$ cat src/rtl/z_core_mem_ctrl.sv
// z_core_mem_ctrl: sequences one core fetch/load/store at a time onto an AXI4-Lite master,
// with store lane strobes, load lane extraction/extension and misalign/bus error reporting.
module z_core_mem_ctrl #(
    parameter int ADDR_WIDTH = 32,
    parameter int DATA_WIDTH = 32,
    parameter int STRB_WIDTH = DATA_WIDTH / 8
) (
    input  logic                  clk,
    input  logic                  rstn,
    input  logic                  req_valid,
    output logic                  req_ready,
    input  logic                  req_we,
    input  logic                  req_instr,
    input  logic [ADDR_WIDTH-1:0] req_addr,
    input  logic [31:0]           req_wdata,
    input  logic [2:0]            req_funct3,
    output logic                  rsp_valid,
    output logic [31:0]           rsp_rdata,
    output logic                  rsp_err,
    output logic [ADDR_WIDTH-1:0] m_axil_awaddr,
    output logic [2:0]            m_axil_awprot,
    output logic                  m_axil_awvalid,
    input  logic                  m_axil_awready,
    output logic [DATA_WIDTH-1:0] m_axil_wdata,
    output logic [STRB_WIDTH-1:0] m_axil_wstrb,
    output logic                  m_axil_wvalid,
    input  logic                  m_axil_wready,
    input  logic [1:0]            m_axil_bresp,
    input  logic                  m_axil_bvalid,
    output logic                  m_axil_bready,
    output logic [ADDR_WIDTH-1:0] m_axil_araddr,
    output logic [2:0]            m_axil_arprot,
    output logic                  m_axil_arvalid,
    input  logic                  m_axil_arready,
    input  logic [DATA_WIDTH-1:0] m_axil_rdata,
    input  logic [1:0]            m_axil_rresp,
    input  logic                  m_axil_rvalid,
    output logic                  m_axil_rready
);
    typedef enum logic [2:0] {IDLE, RD_ADDR, RD_DATA, WR, WR_RESP, RESP} state_t;

    state_t                  r_state;
    state_t                  w_next;
    logic [ADDR_WIDTH-1:0]   r_addr;
    logic [2:0]              r_funct3;
    logic                    r_instr;
    logic [DATA_WIDTH-1:0]   r_wdata;
    logic [STRB_WIDTH-1:0]   r_wstrb;
    logic                    r_aw_done;
    logic                    r_w_done;
    logic [31:0]             r_rdata;
    logic                    r_err;
    logic [2:0]              w_f3;
    logic                    w_bad_f3;
    logic                    w_misal;
    logic                    w_err_req;
    logic                    w_accept;
    logic [DATA_WIDTH-1:0]   w_st_data;
    logic [STRB_WIDTH-1:0]   w_st_strb;
    logic [DATA_WIDTH-1:0]   w_lane;
    logic [31:0]             w_ld;

    // Fetches are always word loads regardless of the funct3 the core presents
    assign w_f3      = req_instr ? 3'b010 : req_funct3;
    assign w_bad_f3  = req_we ? (w_f3[2] || w_f3[1:0] == 2'b11)
                              : (w_f3[1:0] == 2'b11 || w_f3 == 3'b110);
    assign w_misal   = (w_f3[1:0] == 2'b01 && req_addr[0]) ||
                       (w_f3[1:0] == 2'b10 && req_addr[1:0] != 2'b00);
    assign w_err_req = w_bad_f3 || w_misal;
    assign w_accept  = (r_state == IDLE) && req_valid;

    assign w_st_data = (w_f3[1:0] == 2'b00) ? {4{req_wdata[7:0]}} :
                       (w_f3[1:0] == 2'b01) ? {2{req_wdata[15:0]}} : req_wdata;
    assign w_st_strb = (w_f3[1:0] == 2'b00) ? 4'b0001 << req_addr[1:0] :
                       (w_f3[1:0] == 2'b01) ? (req_addr[1] ? 4'b1100 : 4'b0011) : 4'b1111;

    assign w_lane = m_axil_rdata >> {r_addr[1:0], 3'b000};
    assign w_ld   = (r_funct3[1:0] == 2'b00) ? {{24{~r_funct3[2] & w_lane[7]}}, w_lane[7:0]} :
                    (r_funct3[1:0] == 2'b01) ? {{16{~r_funct3[2] & w_lane[15]}}, w_lane[15:0]} :
                    w_lane;

    assign req_ready      = (r_state == IDLE);
    assign rsp_valid      = (r_state == RESP);
    assign rsp_rdata      = r_rdata;
    assign rsp_err        = r_err;
    assign m_axil_araddr  = {r_addr[ADDR_WIDTH-1:2], 2'b00};
    assign m_axil_awaddr  = {r_addr[ADDR_WIDTH-1:2], 2'b00};
    assign m_axil_arprot  = r_instr ? 3'b100 : 3'b000;
    assign m_axil_awprot  = 3'b000;
    assign m_axil_arvalid = (r_state == RD_ADDR);
    assign m_axil_rready  = (r_state == RD_DATA);
    assign m_axil_awvalid = (r_state == WR) && !r_aw_done;
    assign m_axil_wvalid  = (r_state == WR) && !r_w_done;
    assign m_axil_wdata   = r_wdata;
    assign m_axil_wstrb   = r_wstrb;
    assign m_axil_bready  = (r_state == WR_RESP);

    always_ff @(posedge clk or negedge rstn) begin
        if (!rstn) r_state <= IDLE;
        else       r_state <= w_next;
    end

    always_comb begin
        w_next = r_state;
        unique case (r_state)
            IDLE:    if (req_valid) w_next = w_err_req ? RESP : (req_we ? WR : RD_ADDR);
            RD_ADDR: if (m_axil_arready) w_next = RD_DATA;
            RD_DATA: if (m_axil_rvalid) w_next = RESP;
            WR:      if ((r_aw_done || m_axil_awready) && (r_w_done || m_axil_wready)) w_next = WR_RESP;
            WR_RESP: if (m_axil_bvalid) w_next = RESP;
            RESP:    w_next = IDLE;
            default: w_next = IDLE;
        endcase
    end

    always_ff @(posedge clk or negedge rstn) begin
        if (!rstn) begin
            r_addr    <= '0;
            r_funct3  <= '0;
            r_instr   <= 1'b0;
            r_wdata   <= '0;
            r_wstrb   <= '0;
            r_aw_done <= 1'b0;
            r_w_done  <= 1'b0;
            r_rdata   <= '0;
            r_err     <= 1'b0;
        end else begin
            if (w_accept) begin
                r_addr    <= req_addr;
                r_funct3  <= w_f3;
                r_instr   <= req_instr;
                r_wdata   <= w_st_data;
                r_wstrb   <= w_st_strb;
                r_aw_done <= 1'b0;
                r_w_done  <= 1'b0;
                r_rdata   <= '0;
                r_err     <= w_err_req;
            end
            // AW and W complete independently; each valid drops after its own handshake
            if (m_axil_awvalid && m_axil_awready) r_aw_done <= 1'b1;
            if (m_axil_wvalid && m_axil_wready) r_w_done <= 1'b1;
            if (m_axil_rready && m_axil_rvalid) begin
                r_rdata <= w_ld;
                r_err   <= (m_axil_rresp != 2'b00);
            end
            if (m_axil_bready && m_axil_bvalid) r_err <= (m_axil_bresp != 2'b00);
        end
    end
endmodule

$ cat config.mk
export PLATFORM = sky130hd
export DESIGN_NAME = z_core_mem_ctrl
export DESIGN_NICKNAME = d
export VERILOG_FILES = /design/src/rtl/z_core_mem_ctrl.sv
export SDC_FILE = /design/constraint.sdc
export NUM_CORES = 1
export LEC_CHECK = 0
export BUFFER_PORTS_ARGS = -buffer_cell sky130_fd_sc_hd__clkbuf_2
export CELL_PAD_IN_SITES_DETAIL_PLACEMENT = 0
export CELL_PAD_IN_SITES_GLOBAL_PLACEMENT = 2
export CORE_UTILIZATION = 25
export CTS_BUF_LIST = sky130_fd_sc_hd__clkbuf_8
export CTS_CLUSTER_DIAMETER = 50
export CTS_CLUSTER_SIZE = 28
export DETAILED_ROUTE_END_ITERATION = 6
export PLACE_DENSITY_LB_ADDON = 0.1
export REMOVE_ABC_BUFFERS = 1
export SLEW_MARGIN = 20
export SYNTH_ARGS = -nofsm -noshare
export SYNTH_HDL_FRONTEND = slang
export SYNTH_SLANG_ARGS = --single-unit
$ cat constraint.sdc
create_clock -name clk -period 1.9 [get_ports clk]
set_clock_uncertainty 0.1 [all_clocks]
set_input_delay 0.38 -clock clk [delete_from_list [all_inputs] [get_ports clk]]
set_output_delay 0.38 -clock clk [all_outputs]
set_load 0.03 [all_outputs]
## Word-level counts from Yosys, hierarchy flattened

Cells that the tools add are included.

| word-level totals | value |
|---|---|
| register bits | 110 |
| latch bits | 0 |
| RAM bits | 0 |
| ROM bits | 0 |
| input port bits | 113 |
| output and inout bits | 146 |
| logic and storage cells | 85 |
| memories | 0 |

| operators by class | value |
|---|---|
| add/subtract/negate cells | 0 |
| multiply operators | 0 |
| div/mod/pow operators | 0 |
| order comparisons | 0 |
| equal/unequal tests | 15 |
| shift-type cells | 2 |
| mux-type cells | 26 |
| bitwise logic cells | 3 |
| reductions and logical operators | 29 |

Operators with widths:

| cell | count |
|---|---|
| 2-to-1 mux 32 bit | 6 |
| right shift 32 x 5 -> 32 bit | 1 |
| 2-to-1 mux 3 bit | 8 |
| case mux 3 bit (5 select lines) | 1 |
| 2-to-1 mux 4 bit | 3 |
| nonzero test 2 bit | 6 |
| logical AND 1 bit | 10 |
| == test 3 bit (second input constant) | 3 |
| 2-to-1 mux 1 bit | 7 |
| == test 3 x 2 -> 1 bit (second input constant) | 2 |
| logical OR 1 bit | 6 |
| inequality test 2 bit (second input constant) | 3 |
| AND reduction 5 bit | 1 |
| == test 2 x 1 -> 1 bit (second input constant) | 2 |
| == test 2 bit (second input constant) | 2 |
| logical NOT 2 bit | 2 |
| inequality test 2 x 1 -> 1 bit (second input constant) | 2 |
| left shift 1 x 2 -> 4 bit (first input constant) | 1 |
| == test 3 x 1 -> 1 bit (second input constant) | 1 |
| logical NOT 3 bit | 1 |
| nonzero test 3 bit | 1 |
| bitwise AND 1 bit | 2 |
| logical NOT 1 bit | 2 |
| 2-to-1 mux 2 bit | 1 |
| inverter 1 bit | 1 |

## Longest topological paths before layout

| depth | value |
|---|---|
| depth in word-level cells | 8 |
| gate-level depth with buffers | 7 |

## Worst setup path after synthesis

No wires, ideal clock.

| timing path | value |
|---|---|
| kind | reg-to-reg |
| from | register r_state[2] |
| to | register r_addr[0] |
| library setup time | 0.134 ns |
| arrival time | 2.048 ns |
| data required time | 1.666 ns |
| slack | -0.382 ns |
| cell stages (with the launch flop) | 8 |
| path buffers | 3 |
| period minus slack after synthesis | 2.282 ns |
| cell sequence | dfrtp_1 clkbuf_1 nor3_1 nand2_1 clkbuf_1 clkbuf_1 nand2_1 o21ai_0 |

| between the ends | value |
|---|---|
| cells in the longest elaborated chain, start to end | 2 |

RTL lines:

| element | RTL line | source |
|---|---|---|
| start: declaration | 42 | `state_t r_state;` |
| start signal: assignment | 100 | `else r_state <= w_next;` |
| logical NOT 3 bit | n/a |  |
| named net req_ready | 11 | `output logic req_ready,` |
| logical AND 1 bit | 70 | `assign w_accept = (r_state == IDLE) && req_valid;` |
| end signal: assignment | 129 | `r_addr <= req_addr;` |
| end: declaration | 44 | `logic [ADDR_WIDTH-1:0] r_addr;` |

The timed path passes the listed nets, and every way through them passes these cells.
A chain may end at the register's enable or synchronous reset.

## Worst setup path after layout

| timing path | value |
|---|---|
| from | register r_state[1] |
| to | register r_rdata[21], in the netlist rsp_rdata[21] |

| between the ends | value |
|---|---|
| cells in the longest elaborated chain, start to end | 3 |
| elaborated cells between the ends (all ways) | 6 |
| classes of those cells | eq/ne (1); mux (1); reduce/logical (4) |

RTL lines:

| element | RTL line | source |
|---|---|---|
| == test 3 x 2 -> 1 bit or logical NOT 3 bit (tied branches) | 91, 70 |  |
| logical AND 1 bit (on tied branches) | 142, 70 |  |
| 2-to-1 mux 32 bit or nonzero test 2 bit (tied branches) | n/a |  |
| end signal: assignment | 143 | `r_rdata <= w_ld;` |
| end: declaration | 51 | `logic [31:0] r_rdata;` |

Parallel ways exist; a longest one is shown, timed or not.

==> reports/metrics.cfg <==
[status]
status = finished, violations left
violations = DRC, setup timing

[setup_path]
critPathKind = register to register
r2r-end = rsp_rdata[21]$_DFFE_PN0P_
rr_worst_depth = 5
worstSetupStartpoint = r_state[1]$_DFFE_PN0P_
cp.depth = 5
cp.arrival_ns = 2.09
crit_path_cell_trace = buf_4 > mux2i_1 > or3_4 > buf_12 > a221o_2
r2r_start = r_state[1]$_DFFE_PN0P_
endpoint_kind = register
crit_required_ns = 2.09
cp_num_buf_inv = 2
slowest_stage = or3_4
cpPeakStageDelay_ns = 0.45
worstSetupEndpoint = rsp_rdata[21]$_DFFE_PN0P_
cp-start-kind = register
r2r_slack_ns = -0.0004
crit_family = simple AND/OR/NAND/NOR gates
path_max_fanout = 5

[power]
power_uw = 13600
powerDensity_mw_per_mm2 = 1840
p_leak_uw = 0.00393
ir_drop_mv = 0.806

[floorplanning]
initial_core_util = 0.257
die_y_um = 152
die_area_mm2 = 0.0232
rows = 54
die_w_um = 152
pin_count = 259
core_area_mm2 = 0.0220

[synth]
yosys.area_share.adder = 0
ys_seq_area_frac = 0.487
synth-seq-cells = 110
syn_area_mm2 = 0.00566
netlist.area_leader.share = 0.487
synth_compound_area_frac = 0.131
yosys-top-cells-count = 167 x nand2_1, 110 x dfrtp_1, 70 x buf_4
synth_xor_area_frac = 0
synth_edf_count = 0
synth.most_common_cell = nand2_1
yosys.area_share.simple = 0.160
async_flop_share = 1.00
muxShareOfSynthArea = 0.0982
ys_warn_count = 0
synth_top_cell_by_area = dfrtp_1
synth_top_family_by_area = simple AND/OR/NAND/NOR gates
ys.flop_type = dfrtp_1
syn_inst = 604
syn_area_per_cell_um2 = 9.37
ys_top_cells_by_area = dfrtp_1 49%, nand2_1 11%, buf_4 9.3%, mux2i_1 7.4%, o21ai_0 4.6%
synthDistinctLibCells = 41

[cts]
cts.sinks = 110
clk_pin_slew_ns = 0.12
insertion_delay_ns = 0.39
cts_buffers = 9
clockBufferDepth = 2
ctsRootBufferMaster = clkbuf_8
cts_max_level = 3
cts_tree = done

[finish]
design_area_mm2 = 0.00740
num_antenna_cells = 0
fill_cells = 2310
multi_input_comb_area_mm2 = 0.00231
register_area_mm2 = 0.00275
syn2layout_area_growth_pct = 30.8
finalNetCount = 919
drive_gt1_frac = 0.420

[place]
gp_congestion = 0.716
port_buffers = 249
place_area_mm2 = 0.00689
hpwl_mm = 12.8

[grt]
grt_overflow_total = 0
grt_pass1_vias = 4734
grt_pass1_wl_mm = 27.3
antenna_found_initial = 0
grt_max_degree = 69
track_usage = 0.151

[sta]
hold_viol = 0
fmax_mhz = 526
finalCriticalPeriod_ns = 1.90
setup_viol = 1
min_period_over_period = 1.00
final-max-slew-violation-count = 0
rsz0062_at_grt = yes
fin_ws_ns = -0.000421
finalSetupTns_ns = -0.000421
whs_ns = 0.0620

[routing]
wire_per_inst_um = 16.5
postRouteAntennaNets = 0
drcViolationCount = 14
drt_iter0_markers = 212
avgViaCountPerCell = 4.43
vias = 4837
dr.pass1.iters = 7
wl_mm = 18.0

[min_path]
hold-path-cell-count = 3
hp-class = input port to register

[job]
cap_viol_max_count = 0

-- worst min-delay path by stage --
stage / start / endpoint
6_report: req_addr[21] / r_addr[21]$_DFFE_PN0P_
5_1_grt: req_addr[21] / r_addr[21]$_DFFE_PN0P_
4_1_cts: req_addr[21] / r_addr[21]$_DFFE_PN0P_
3_5_place_dp: rstn / rsp_err$_DFFE_PN0P_
3_3_place_gp: rstn / rsp_err$_DFFE_PN0P_
2_1_floorplan: rstn / m_axil_wdata[0]$_DFFE_PN0P_
-- what timing repair did --
action / CTS / global route
resized for setup: 17 / 27
pin swaps: 1 / 6
cloned: 0 / 4
setup endpoints to repair: 31 / 30
hold buffers: 1 / 0
setup buffers: 5 / 6
hold endpoints to repair: 16 / 0
-- cell usage in the layout, fill, tap and decap left out, types with 2 or more instances in the layout --
cell type	instances
nor2_1	17
nor2b_1	3
a221o_1	6
nor2_4	2
a211o_1	3
conb_1	9
o21bai_1	2
nand3b_1	2
o21ai_0	52
clkbuf_2	241
inv_6	5
and3_1	3
buf_4	29
a22o_1	11
a21oi_1	18
mux2i_1	42
nor3b_2	2
buf_8	3
nand2_1	166
nand3_1	2
buf_12	6
a211oi_1	2
nand2b_1	3
inv_1	4
dfrtp_1	109
a31oi_1	4
a221o_2	9
clkbuf_8	9
mux2_2	8
clkbuf_16	3
nor3_1	3
mux4_2	2
buf_6	7
-- cells by family after synthesis --
| kind of cell | count (synthesis) |
|---|---|
| AOI/OAI and AO/OA | 114 |
| buffers and inverters | 112 |
| DFF | 110 |
| muxes | 52 |
| other | 1 |
| and+or+nand+nor | 215 |
-- metal layers --
layer / wire, µm / share of wire / global-route usage / vias up
li1: - / - / - / 2362
met1: 7700 / 0.43 / 0.191 / 2280
met2: 8460 / 0.47 / 0.242 / 176
met3: 1580 / 0.088 / 0.0520 / 19
met4: 264 / 0.015 / 0.0505 / 0
met5: 0 / 0 / 0 / -
-- final cells by class --
type / count / share of cell area
clock buffers: 9 / 0.0167
clock inverters: 7 / 0.0105
inverters: 4 / 0.00271
multi-input cells: 390 / 0.313
flip-flops and latches: 110 / 0.372
well taps: 280 / 0.0474
repair buffers: 291 / 0.238
-- worst reg2reg max path, delay by kind of cell (launching register included) --
kind	cells	cell delay, ns
buffers and inverters	2	0.33
DFF	1	0.42
muxes	1	0.13
AOI/OAI and AO/OA	1	0.37
and+or+nand+nor	1	0.46
-- where the power goes --
part,internal [µW],switching (µW)
combinational,2660,5190
clock,629,923
sequential,3410,788
-- stage by stage --
step / instances / setup WS (ns) / utilization
3_5_place_dp: 1060 / -0.0827 / 0.313
3_3_place_gp: 1060 / 0.0180 / 0.313
5_1_grt: 1091 / -0.0619 / 0.336
2_1_floorplan: 504 / -1.48 / -
6_report: 1091 / -0.000421 / 0.336
4_1_cts: 1082 / -0.0747 / 0.327
-- state kept, by name, summed over array words and instances (netlist names) --
name,flops
r_instr,1
r_funct3,3
r_state,3
r_aw_done,1
r_w_done,1
m_axil_wdata,32
rsp_err,1
r_addr,32
rsp_rdata,32
m_axil_wstrb,4
No activity file was read; power rests on OpenSTA's default activity.
